`config.mk`:
```
export PLATFORM = sky130hd
export DESIGN_NAME = ps2_rx_teclado
export DESIGN_NICKNAME = d
export VERILOG_FILES = /design/src/rtl/ps2_rx_teclado_pkg.sv /design/src/rtl/ps2_rx_teclado_filtro.sv /design/src/rtl/ps2_rx_teclado.sv
export SDC_FILE = /design/constraint.sdc
export NUM_CORES = 1
export LEC_CHECK = 0
export CAP_MARGIN = 40
export CORE_UTILIZATION = 47
export CTS_CLUSTER_SIZE = 12
export DETAILED_ROUTE_END_ITERATION = 10
export GPL_TIMING_DRIVEN = 0
export PLACE_DENSITY = 0.65
export SYNTH_ARGS = -nofsm -noshare
export SYNTH_HDL_FRONTEND = slang
export SYNTH_SLANG_ARGS = --single-unit
```
`constraint.sdc`:
```
create_clock -name clk -period 2.4 [get_ports clk]
set_input_delay 0.36 -clock clk [delete_from_list [all_inputs] [get_ports clk]]
set_output_delay 0.36 -clock clk [all_outputs]
set_load 0.005 [all_outputs]
```
`src/rtl/ps2_rx_teclado_pkg.sv`:
```
// Shared PS/2 scan-code constants and receiver FSM states.
package ps2_codigos;

   localparam logic [7:0] PS2_BREAK    = 8'hF0;
   localparam logic [7:0] PS2_EXT      = 8'hE0;
   localparam logic [7:0] TECLA_ARRIBA = 8'h75;
   localparam logic [7:0] TECLA_ABAJO  = 8'h72;
   localparam logic [7:0] TECLA_SUBE   = 8'h73;

   typedef enum logic [1:0] {
      IDLE,
      DATOS,
      PARIDAD,
      PARADA
   } estado_t;

endpackage

```
`src/rtl/ps2_rx_teclado_filtro.sv`:
```
// Two-flop synchroniser followed by a level filter: the output follows the
// input only after FILT consecutive identical synchronised samples.
module ps2_filtro #(
   parameter int FILT = 8
) (
   input  logic clk,
   input  logic rst,
   input  logic din,
   output logic dout
);

   localparam int CW = $clog2(FILT + 1);
   localparam logic [CW-1:0] CNT_MAX = CW'(FILT - 1);

   logic          s1, s2;
   logic [CW-1:0] cnt;

   always_ff @(posedge clk or posedge rst) begin
      if (rst) begin
         s1   <= 1'b1;
         s2   <= 1'b1;
         dout <= 1'b1;
         cnt  <= '0;
      end else begin
         s1 <= din;
         s2 <= s1;
         // Any sample agreeing with the current level restarts the run.
         if (s2 == dout) begin
            cnt <= '0;
         end else if (cnt == CNT_MAX) begin
            dout <= s2;
            cnt  <= '0;
         end else begin
            cnt <= cnt + 1'b1;
         end
      end
   end

endmodule

```
`src/rtl/ps2_rx_teclado.sv`:
```
// PS/2 keyboard receiver: frames are sampled on filtered clock falls, break
// sequences are swallowed and each make code yields one got_data strobe.
module ps2_rx_teclado #(
   parameter int FILT = 8,
   parameter int TOUT = 50000
) (
   input  logic       clk,
   input  logic       rst,
   input  logic       ps2_clk,
   input  logic       ps2_data,
   output logic [7:0] Cambio,
   output logic       got_data,
   output logic       extendido,
   output logic       error
);

   import ps2_codigos::*;

   localparam int WW = $clog2(TOUT);
   localparam logic [WW-1:0] WD_MAX = WW'(TOUT - 1);

   logic          clk_f, dat_f;
   logic          clk_prev, caida;
   estado_t       estado;
   logic [2:0]    nbit;
   logic [7:0]    sh;
   logic          par;
   logic [WW-1:0] wd;
   logic          f_break, f_ext;

   ps2_filtro #(.FILT(FILT)) u_filt_clk (
      .clk  (clk),
      .rst  (rst),
      .din  (ps2_clk),
      .dout (clk_f)
   );

   ps2_filtro #(.FILT(FILT)) u_filt_dat (
      .clk  (clk),
      .rst  (rst),
      .din  (ps2_data),
      .dout (dat_f)
   );

   always_ff @(posedge clk or posedge rst) begin
      if (rst) begin
         clk_prev <= 1'b1;
         caida    <= 1'b0;
      end else begin
         clk_prev <= clk_f;
         caida    <= clk_prev & ~clk_f;
      end
   end

   always_ff @(posedge clk or posedge rst) begin
      if (rst) begin
         estado    <= IDLE;
         nbit      <= '0;
         sh        <= '0;
         par       <= 1'b0;
         wd        <= '0;
         f_break   <= 1'b0;
         f_ext     <= 1'b0;
         Cambio    <= '0;
         got_data  <= 1'b0;
         extendido <= 1'b0;
         error     <= 1'b0;
      end else begin
         got_data <= 1'b0;
         error    <= 1'b0;
         if (caida) begin
            wd <= '0;
            case (estado)
               IDLE: begin
                  if (!dat_f) begin
                     estado <= DATOS;
                     nbit   <= '0;
                  end
               end
               DATOS: begin
                  sh <= {dat_f, sh[7:1]};
                  if (nbit == 3'd7) estado <= PARIDAD;
                  else              nbit   <= nbit + 1'b1;
               end
               PARIDAD: begin
                  par    <= dat_f;
                  estado <= PARADA;
               end
               PARADA: begin
                  estado <= IDLE;
                  if (dat_f && (^{sh, par})) begin
                     if (sh == PS2_EXT) begin
                        f_ext <= 1'b1;
                     end else if (sh == PS2_BREAK) begin
                        f_break <= 1'b1;
                     end else if (f_break) begin
                        f_break <= 1'b0;
                        f_ext   <= 1'b0;
                     end else begin
                        Cambio    <= sh;
                        extendido <= f_ext;
                        got_data  <= 1'b1;
                        f_ext     <= 1'b0;
                     end
                  end else begin
                     error <= 1'b1;
                  end
               end
               default: estado <= IDLE;
            endcase
         end else if (estado != IDLE) begin
            // A stalled frame also drops any pending prefix state.
            if (wd == WD_MAX) begin
               error   <= 1'b1;
               estado  <= IDLE;
               wd      <= '0;
               f_break <= 1'b0;
               f_ext   <= 1'b0;
            end else begin
               wd <= wd + 1'b1;
            end
         end
      end
   end

endmodule

```
==> reports/metrics.cfg, run 1 <==
[run_status]
status=finished, final reports clean

[logic_synthesis]
ys.flop_type=dfrtp_1
synth_top_cell_area_share=0.4624
yosys-top-cells-count=dfrtp_1 (52), nor2_1 (24), nand2_1 (22)
yosysTopAreaCell=dfrtp_1
yosys_warnings=0
synth_seq_area_share=0.5278
synth_cell_types=44
syn_nets=261
netlist_area_um2=2814
ys_ff_latch=59
synthArstFlopShare=1.000
avgSynthCellArea_um2=11.39
synthCells=247
synth_edf_count=0
synth_most_common_cell=dfrtp_1
yosys-top-cells-area=dfrtp_1 (46%), dfstp_2 (6.5%), ha_1 (4.4%), mux2_2 (4.4%), xnor2_1 (4.4%)

[timing]
max_slew.worst_pin.slew_ps=686.7
fmax_mhz=453.5
fin_crit_sh=0.9187
worst_slew_margin_rel=0.5416
finalSetupViolCount=0
hold_viol_final=0
period_needed_ps=2205
clock-skew-final_ps=7.295
maxSlewViolCount=0
rsz0062_at_grt=false
fin_ws_ps=195.1

[clock_tree]
clk_pin_slew_ps=70
ctsResizeCount=0
cts_tree=yes
cts_setup_buffers=0
hold_buffers=0
cts_buffers=9
htree_levels=3
cts-root-buf=clkbuf_8
clock_latency_ps=330
clock_sinks=59
clk_path_buf_depth=2

[global_routing]
grt_overflow=0
antenna_found_initial=0
met2_usage=0.2707
busiest_layer=met2
grt_pass1_wl_um=8100
grtUsageMet3=0.06857
grt_max_degree=34
use_met1=0.2155
grt_usage=0.1766
grt_pass1_vias=1787

[power_and_ir_drop]
power_density_nw_per_um2=849.9
ir_drop_mv=0.5109
leakage_nw=1.509

[worst_setup_path]
r2r_start=wd[0]
end_kind=flip-flop
crit_arrival_ps=2430
reg2reg_depth=7
critPathLaunch=wd[0]
worst_r2r_endpoint=f_break
r2r_setup_slack_ps=200
crit_fanout=6
worstSetupPathType=flip-flop to flip-flop
start_kind=flip-flop
crit_required_ps=2620

[min_path]
whs_endpoint=u_filt_clk.s2
hold_path_startpoint=u_filt_clk.s1
hold_depth=0
worstHoldPathType=flip-flop to flip-flop

[final_layout]
final_layout_size_suffix_gt1_frac=0.1978
design_area_um2=3292
fin_nets=287
diodes=0
layout-area-overhead-vs-synth_pct=16.99

[placed_design]
dpl_cell_area_um2=3064
post-place-ws_ps=212.0
gp_congestion=0.8090
hpwlAfterDp_um=3291
port-buffer-count=14

[drt]
drt_pre_antenna_iters=4
viasPerCell=5.217
vias=1826
drc=0
wl_per_cell_um=13.52
drt_iter0_drc=52
postRouteAntennaNets=0
wl_um=4732

[floorplan]
dieArea_um2=6300
die_w_um=79.38
core_area_um2=5642
rows=27
num_io_pins=15
fp.dieH_um=79.38
initial_utilization=0.4988

[flow_run]
cap_viol_max_count=0

-- layer usage --
layer  wire, um  vias to the layer above
li1           -                      904
met1       2298                      892
met4         95                        0
met5          0                        -
met3        170                        9
met2       2167                       21
-- area by class of cell --
| type | count | area (um2) |
|---|---|---|
| Fill cell | 473 | 2350 |
| Clock inverter | 4 | 72.57 |
| Timing Repair Buffer | 15 | 160.2 |
| Clock buffer | 12 | 155.1 |
| Buffer | 5 | 52.55 |
| Sequential cell | 59 | 1485 |
| Multi-Input combinational cell | 174 | 1242 |
| Tap cell | 72 | 90.09 |
| Inverter | 9 | 33.78 |
-- worst max-delay path, cell delays in order (launching register included) --
cell and delay [ps]:
dfrtp_1 430, ha_1 270, or4bb_1 420, nor4_1 290
and2_2 240, a21oi_2 40, a21o_1 170, a22o_1 230
-- layout by cell type (no fill, tap or decap), drive strengths merged, types with 3 or more instances in the layout --
cell / n
clkdlybuf4s50: 14
inv: 9
o21ai: 12
dfstp: 7
dfrtp: 52
ha: 10
nand2: 22
nor2b: 3
buf: 5
a21oi: 7
and3: 5
nand4: 3
clkbuf: 13
nor2: 24
and2: 3
mux2: 19
nand3: 11
xnor2: 14
nor3: 6
xor2: 9
nor4: 3
-- registers in the layout, summed over array words and instances (netlist names), 2 cells and up --
signal          flops
wd                 16
Cambio              8
sh                  8
u_filt_clk.cnt      4
u_filt_dat.cnt      4
nbit                3
estado              2
-- cell families after synthesis --
family	share of synthesized area
AO/OA/AOI/OAI	0.06314
XOR/XNOR	0.08048
adder cells (fa/ha/maj)	0.04446
buffers and inverters	0.03068
flip-flops	0.5278
multiplexers	0.08671
AND/OR/NAND/NOR	0.1667
-- metrics by stage --
step | hold slack [ps] | TNS, ps | instances | utilization | total power, W
detailed placement | 349.1 | 0 | 334 | 0.5431 | 0.001807
CTS | 357.0 | 0 | 350 | 0.5835 | 0.002842
global placement | 346.3 | -24290 | 333 | 0.5396 | 0.001791
floorplan | 345.2 | 0 | 247 | - | 0.001665
finish | 355.8 | 0 | 350 | 0.5835 | 0.002798
global route | 356.6 | 0 | 350 | 0.5835 | 0.002985
-- how the worst max path moves through the flow --
stage                           end  slack [ps]  cells past startpoint
after floorplan             f_break         460                      7
after global placement    Cambio[6]        -470                      2
after detailed placement    f_break         210                      7
after CTS                   f_break         180                      7
after global routing        f_break          40                      7
final                       f_break         200                      7
-- where the power goes --
part,total (W),switching (W),leakage (nW),internal (W)
clock,0.00102,0.000376,0.113,0.000640
combinational,0.000574,0.000346,0.603,0.000228
sequential,0.00121,0.0000903,0.793,0.00112
total,0.00280,0.000813,1.51,0.00199
No activity file was read; power rests on OpenSTA's default activity.
==> inputs of run 2 (changes only) <==
--- a/config.mk
+++ b/config.mk
@@ -10,6 +10,7 @@
 export CTS_CLUSTER_SIZE = 12
 export DETAILED_ROUTE_END_ITERATION = 10
 export GPL_TIMING_DRIVEN = 0
+export HOLD_SLACK_MARGIN = 0.06
 export PLACE_DENSITY = 0.65
 export SYNTH_ARGS = -nofsm -noshare
 export SYNTH_HDL_FRONTEND = slang
==> results of run 2 <==
The final DEF is identical to that of run 1; final timing and power are the same.
==> inputs of run 3 (changes only) <==
--- a/config.mk
+++ b/config.mk
@@ -12,6 +12,7 @@
 export GPL_TIMING_DRIVEN = 0
 export HOLD_SLACK_MARGIN = 0.06
 export PLACE_DENSITY = 0.65
+export SKIP_LAST_GASP = 1
 export SYNTH_ARGS = -nofsm -noshare
 export SYNTH_HDL_FRONTEND = slang
 export SYNTH_SLANG_ARGS = --single-unit
==> results of run 3 <==
The final DEF is identical to that of run 1; final timing and power are the same.
